[config.mk]
export PLATFORM = sky130hd
export DESIGN_NAME = indicator_ctrl
export DESIGN_NICKNAME = d
export VERILOG_FILES = /design/src/rtl/indicator_pkg.sv /design/src/rtl/tick_gen.sv /design/src/rtl/indicator_ctrl.sv
export SDC_FILE = /design/constraint.sdc
export NUM_CORES = 1
export LEC_CHECK = 0
export BUFFER_PORTS_ARGS = -buffer_cell sky130_fd_sc_hd__buf_2
export CAP_MARGIN = 10
export CORE_AREA = 5 5 92 51
export DETAILED_ROUTE_END_ITERATION = 8
export DIE_AREA = 0 0 97 56
export GPL_TIMING_DRIVEN = 0
export PLACE_DENSITY = 0.85
export SETUP_SLACK_MARGIN = 0.4
export SLEW_MARGIN = 30
export SYNTH_ARGS = -nofsm -noshare
export SYNTH_HDL_FRONTEND = slang
export SYNTH_SLANG_ARGS = --single-unit
[constraint.sdc]
create_clock -name clk -period 2.1 [get_ports clk]
set_clock_uncertainty 0.05 [all_clocks]
set_input_delay 0.21 -clock clk [delete_from_list [all_inputs] [get_ports clk]]
set_output_delay 0.21 -clock clk [all_outputs]
set_load 0.01 [all_outputs]
[src/rtl/indicator_pkg.sv]
// Shared mode/target definitions for the indicator controller.
// Used by indicator_ctrl (optional burst feature: INDICATOR_BURST_EN).
package indicator_pkg;

    typedef enum logic [1:0] {
        MODE_OFF   = 2'b00,
        MODE_ON    = 2'b01,
        MODE_BLINK = 2'b10,
        MODE_BURST = 2'b11
    } mode_e;

    localparam logic TGT_LED  = 1'b0;
    localparam logic TGT_BEEP = 1'b1;

    // LEDs have no burst behaviour, so BURST degrades to steady ON.
    function automatic mode_e led_mode_of(input logic [1:0] m);
        return (m == MODE_BURST) ? MODE_ON : mode_e'(m);
    endfunction

    function automatic logic on_level(input mode_e m, input logic ph);
        case (m)
            MODE_ON:    return 1'b1;
            MODE_BLINK: return ph;
            default:    return 1'b0;
        endcase
    endfunction

endpackage

[src/rtl/tick_gen.sv]
// Half-period counter 0..HALF_CNT-1 with a one-cycle tick on the last count.
// clr restarts the count from zero.
module tick_gen #(
    parameter int HALF_CNT = 4
) (
    input  logic clk,
    input  logic rst,
    input  logic clr,
    output logic tick
);

    localparam int W = (HALF_CNT > 1) ? $clog2(HALF_CNT) : 1;
    localparam logic [W-1:0] LAST = W'(HALF_CNT - 1);

    logic [W-1:0] cnt;

    always_ff @(posedge clk or posedge rst) begin
        if (rst) begin
            cnt <= '0;
        end else if (clr || cnt == LAST) begin
            cnt <= '0;
        end else begin
            cnt <= cnt + 1'b1;
        end
    end

    assign tick = (cnt == LAST);

endmodule

[src/rtl/indicator_ctrl.sv]
// LED/beeper indicator controller with shared blink phase.
// Beeper burst sequencing is built only when INDICATOR_BURST_EN is defined.
module indicator_ctrl
    import indicator_pkg::*;
#(
    parameter int LED_NUM  = 4,
    parameter int CLK_FREQ = 50_000_000,
    parameter int BLINK_MS = 250
) (
    input  logic               clk,
    input  logic               rst,
    input  logic               cmd_vld,
    output logic               cmd_ready,
    input  logic               cmd_tgt,
    input  logic [LED_NUM-1:0] cmd_mask,
    input  logic [1:0]         cmd_mode,
    input  logic [7:0]         cmd_arg,
    output logic [LED_NUM-1:0] led,
    output logic               beep_n,
    output logic               burst_done
);

    localparam int HALF_CNT = CLK_FREQ / 1000 * BLINK_MS;

    mode_e led_mode [LED_NUM];
    mode_e beep_mode;
    logic  phase;
    logic  tick;
    logic  accept;

    assign accept = cmd_vld && cmd_ready;

    tick_gen #(
        .HALF_CNT(HALF_CNT)
    ) u_blink (
        .clk  (clk),
        .rst  (rst),
        .clr  (1'b0),
        .tick (tick)
    );

    always_ff @(posedge clk or posedge rst) begin
        if (rst) begin
            phase <= 1'b0;
            led   <= '0;
            for (int i = 0; i < LED_NUM; i++) begin
                led_mode[i] <= MODE_OFF;
            end
        end else begin
            if (tick) begin
                phase <= ~phase;
            end
            for (int i = 0; i < LED_NUM; i++) begin
                led[i] <= on_level(led_mode[i], phase);
                if (accept && cmd_tgt == TGT_LED && cmd_mask[i]) begin
                    led_mode[i] <= led_mode_of(cmd_mode);
                end
            end
        end
    end

`ifdef INDICATOR_BURST_EN

    logic       btick;
    logic       busy;
    logic       son;
    logic [7:0] bcnt;
    logic       is_burst;
    logic       start_burst;
    logic       zero_burst;
    logic       last_pair;

    assign is_burst = accept && cmd_tgt == TGT_BEEP &&
                      cmd_mode == MODE_BURST;
    assign start_burst = is_burst && cmd_arg != 8'd0;
    assign zero_burst  = is_burst && cmd_arg == 8'd0;
    // End of the silent half of the final on/off pair.
    assign last_pair = busy && btick && !son && bcnt <= 8'd1;

    tick_gen #(
        .HALF_CNT(HALF_CNT)
    ) u_burst (
        .clk  (clk),
        .rst  (rst),
        .clr  (start_burst),
        .tick (btick)
    );

    always_ff @(posedge clk or posedge rst) begin
        if (rst) begin
            beep_mode  <= MODE_OFF;
            beep_n     <= 1'b1;
            burst_done <= 1'b0;
            cmd_ready  <= 1'b0;
            busy       <= 1'b0;
            son        <= 1'b0;
            bcnt       <= '0;
        end else begin
            burst_done <= last_pair || zero_burst;
            cmd_ready  <= !(start_burst || (busy && !last_pair));
            if (beep_mode == MODE_BURST) begin
                beep_n <= !son;
            end else begin
                beep_n <= !on_level(beep_mode, phase);
            end
            if (start_burst) begin
                busy      <= 1'b1;
                son       <= 1'b1;
                bcnt      <= cmd_arg;
                beep_mode <= MODE_BURST;
            end else if (zero_burst) begin
                beep_mode <= MODE_OFF;
            end else if (accept && cmd_tgt == TGT_BEEP) begin
                beep_mode <= mode_e'(cmd_mode);
            end else if (busy && btick) begin
                son <= ~son;
                if (!son && bcnt != 8'd0) begin
                    bcnt <= bcnt - 8'd1;
                end
                if (last_pair) begin
                    busy      <= 1'b0;
                    beep_mode <= MODE_OFF;
                end
            end
        end
    end

`else

    logic unused_arg;

    assign unused_arg = ^cmd_arg;
    assign burst_done = 1'b0;

    always_ff @(posedge clk or posedge rst) begin
        if (rst) begin
            beep_mode <= MODE_OFF;
            beep_n    <= 1'b1;
            cmd_ready <= 1'b0;
        end else begin
            cmd_ready <= 1'b1;
            beep_n    <= !on_level(beep_mode, phase);
            if (accept && cmd_tgt == TGT_BEEP) begin
                beep_mode <= led_mode_of(cmd_mode);
            end
        end
    end

`endif

endmodule

Word level (Yosys, flattened, before mapping). Cells that the tools add are included.

Add/sub/neg operators: 1. Equality and inequality tests: 12. Multiplexer cells: 7. Bitwise gates (word level): 2. Reductions and logical operators: 8.

Operators with widths (number): 24-bit by 1-bit adder with 24-bit output (second input constant) (1); 24-bit == test (second input constant) (1); 24-bit 2-to-1 mux (1); 2-bit == test (second input constant) (6); 2-bit by 1-bit == test with 1-bit output (second input constant) (5); 1-bit one-hot mux with 2 select lines (5); 1-bit logical AND (7); 2-bit 2-to-1 mux (1); 1-bit NOT (2); 1-bit zero test (1).

Register bits after elaboration: 41. Input port bits: 18. Output and inout bits: 7. Logic and storage cells: 40.

Depth between registers and ports, before layout.
Depth in word-level cells: 3. Gate-level depth with buffers: 5. Depth with buffers taken out: 5.

Modules after synthesis. A second synthesis with hierarchy kept.

Cell total of the unflattened synthesis: 200. Area, all modules: 2115.8 um^2.

Modules (own cells, without submodules): tick_gen (times used 1, cells each 132, area each 1293.7 um^2, seq. area each 600.6 um^2); indicator_ctrl (times used 1, cells each 68, area each 822.0 um^2, seq. area each 426.7 um^2).

Worst setup path before layout. Ideal clock, no wire load.

Kind: register -> register. From: reg u_blink.cnt[0]. To: reg u_blink.cnt[20]. Library setup time: 77 ps. Data arrival time: 1651 ps. Data required time: 1973 ps. Setup slack: 322 ps. Stages on the path, launching flop included: 6. Buffers on the path: 0. Period minus slack after synthesis: 1778 ps. Cell sequence: dfrtp_1 ha_1 and4_1 nand4_2 or4_1 a21oi_1.

Longest elaborated chain between the ends: 2. Elaborated cells on any way between the ends: 3. Those cells by class: add/sub: 1; eq/ne: 1; mux: 1.

Ends and longest elaborated chain: from (decl) (line tick_gen.sv:15) `logic [W-1:0] cnt;`; from (signal assigned) (line tick_gen.sv:23) `cnt <= cnt + 1'b1;`; 24-bit by 1-bit adder with 24-bit output or 24-bit == test (tied branches) (line tick_gen.sv:23, tick_gen.sv:20); 24-bit 2-to-1 mux (*) (line tick_gen.sv:20) `end else if (clr || cnt == LAST) begin`.

Mark *: on every way between the ends. The rest lies on a longest branch, timed or not. A chain may end at the register's enable or synchronous reset.

Final worst setup path.
From: reg u_blink.cnt[16]. To: reg phase.

Longest elaborated chain between the ends: 1.

Ends and longest elaborated chain: 24-bit == test (line tick_gen.sv:27) `assign tick = (cnt == LAST);`; to (signal assigned) (line indicator_ctrl.sv:51) `phase <= ~phase;`; to (decl) (line indicator_ctrl.sv:27) `logic phase;`.

Every way passes these cells.

==> metrics.md <==
| Metric | Value |
|---|---|
| Int Pwr | 1240 uW |
| Total GRT Usage | 20.0% |
| HP Class | in2reg |
| Crit Path Max Fanout | 7 |
| Cell area after synthesis | 2030 sq um |
| Num rows | 16 |
| Initial antenna violation count | 0 |
| Yosys Warn Count | 0 |
| Core area | ~3800 sq um |
| Worst EP arrival | between 2000 and 2500 ps |
| Initial DRC count | 106 |
| Worst VDD drop | 324 uV |
| Synthesized area per cell | 11.1 sq um |
| Clock Latency Late Sink | between 300 and 400 ps |
| Async set-reset flop share out of synthesis | 100% |
| Grt total ovfl | 0 |
| Slack of the critical path | about 260 ps |
| Period Utilization, post-route | 87.5% |
| Dpl ws | 116 ps |
| Number of global-route vias before repair | 1710 |
| CTS tree | yes |
| Layout cells sized above 1 | 46.8% |
| Post-route minimum period | 1840 ps |
| Die Y | ~56 um |
| H-tree levels | 2 |
| WL/cell | between 15 and 20 um |
| Post-Route WL | around 5200 um |
| Largest area contributor in the netlist | dfrtp_1 |
| Placed instance area | 2210 sq um |
| Multi-input gate area | 1060 sq um |
| Clk pwr share | 35.4% |
| First-pass GRT wire length | 8520 um |
| RSZ-0062 raised after global routing | true |
| Die Area | 5430 sq um |
| Pre-antenna DRT Iters | 4 |
| Gate power share | between 10% and 20% |
| Synth top area share | between 40% and 50% |
| Final ANT Viol Nets | 0 |
| Design area | 2680 sq um |
| Longest Clk Path Bufs | 2 |
| Fillers | 235 |
| Post-detail-place hpwl | 2820 um |
| Via Count | 1645 |
| CTS Buf Count | 5 |
| Area growth syn-to-layout | 31.7% |
| Max frequency | 544 MHz |
| Yosys cell types | 39 |
| Worst setup EP type | flip-flop |
| Number of synthesized flops with an enable pin | 0 |
| P_leak | 0.00125 uW |
| CP Launch Type | flip-flop |
| Fin Setup TNS | 0 ps |
| Largest net degree at the start of global routing | 28 |
| Register share of total power | 53.0% |
| Clock root cell | clkbuf_8 |
| Starting Density | a little over half |
| IO Pins | 25 |
| Crit Path Class | reg2reg |
| Layout Cells excl Fill | slightly below 300 |
| Via density | 5.65 |
| PortBufs | 15 |
| Syn_nets | roughly 210 |
| Commonest cells after routing, fill and taps aside | dfrtp_1, buf_4, buf_2, inv_1, nand2_1 |
| Clock sinks | 41 |
| Fin nets | 265 |
| Switching power | 431 uW |
| Die Wd | 97 um |
| Placed insts | 254 |
| Slew Viols, Final | 0 |
| Endpoints failing setup | 0 |
| Switching Share | between 20% and 30% |
| Commonest non-fill, non-tap cell in the layout | dfrtp_1 |
| Post-synthesis register bit count | 41 |
| Final Hold Viols | 0 |
| Post-Syn Instances | 184 |
| Post-synth top flop | dfrtp_1 |
| Outcome | finished clean |
| Clock transition at the registers of the reported paths | 80 ps |
| # diodes | 0 |
| Max-Cap Viols | 0 |
| Placer congestion estimate | 0.854 |
| Pwr/cell area | 625 nW/um^2 |
| FF+latch area | between 1000 and 1500 sq um |
| Drc violations | 0 |
| Sequential share of the synthesized area | 50.5% |
| Critical Path RT | 2290 ps |
| Synth top area cells | dfrtp_1, ha_1, mux2_2, a21oi_1, xnor2_1 |
==> cell families after synthesis <==
group / share of synthesized area (%)
flip-flops: 50.5
XOR/XNOR: 6.03
adder cells (fa/ha/maj): 6.77
other: 0.369
AO/OA/AOI/OAI: 6.65
buffers and inverters: 4.12
multiplexers: 5.54
AND/OR/NAND/NOR: 20.0
==> worst max-delay path, cell delays in order, from the launching register on <==
cell	delay, ps
dfrtp_1	420
or4b_4	600
nor4_4	340
buf_6	210
xor2_1	150
==> per-layer routing <==
metal	track usage, %	wire (um)
met4	8.80	121
met2	31.9	2430
met1	25.0	2310
met3	6.38	356
met5	0	0
==> registers in the layout, summed over array words and instances, names as in the netlist <==
register / cells
phase: 1
led: 4
led_mode: 8
beep_n: 1
cmd_ready: 1
beep_mode: 2
u_blink.cnt: 24
==> power groups by stage <==
stage	Combinational (uW)	Sequential (uW)	Clock, uW
finish	195	887	592
global route	232	897	630
CTS	195	886	585
detailed placement	193	902	0
global placement	178	899	0
floorplan	115	909	0
==> layout make-up <==
cell class | count | share of cell area, %
Buffer | 4 | 1.26
Clock buffer | 7 | 3.60
Clock inverter | 1 | 0.187
Inverter | 15 | 2.10
Multi-Input combinational cell | 124 | 39.4
Sequential cell | 41 | 38.6
Tap cell | 54 | 2.52
Timing Repair Buffer | 45 | 12.3
==> path summary, 6_finish.rpt <==
check / start / to / slack, ps / cells after the start
setup reg to reg: u_blink.cnt[16] / phase / 260 / 4
min in group asynchronous: rst / u_blink.cnt[8] / 360 / 3
hold / removal: cmd_mode[0] / led_mode[2] / 190 / 2
setup / recovery: u_blink.cnt[16] / phase / 260 / 4
hold reg to reg: u_blink.cnt[6] / u_blink.cnt[6] / 470 / 1
max in group asynchronous: rst / u_blink.cnt[1] / 1170 / 4
==> synth_stat cells, types with 2 or more instances <==
library cell / instances
nor4_4: 2
or2_2: 2
and2_1: 3
nand2_1: 12
nand4_1: 5
xnor2_1: 7
xor2_1: 7
nor2b_1: 2
or4_1: 3
inv_1: 15
dfrtp_1: 40
mux2_2: 10
or3_2: 2
o31ai_1: 5
a21oi_1: 13
conb_1: 2
and4_1: 3
nand3_1: 6
ha_1: 11
nor2_1: 12
or3_1: 2
o21ai_0: 3
==> metrics by stage <==
stage | power (uW) | utilization [%] | hold WS, ps
2_1_floorplan | 1020 | - | 310
3_3_place_gp | 1080 | 57.8 | 420
3_5_place_dp | 1090 | 58.3 | 147
4_1_cts | 1670 | 67.5 | 178
5_1_grt | 1760 | 70.8 | 208
6_report | 1670 | 70.8 | 194
==> timing repair <==
item                       4_1_cts  5_1_grt
hold endpoints to repair        13        0
resized for setup               17       26
setup endpoints to repair       16       17
pin swaps                       16       10
buffers inserted                23        5
hold buffers                     1        0
No activity file was read; power rests on OpenSTA's default activity.
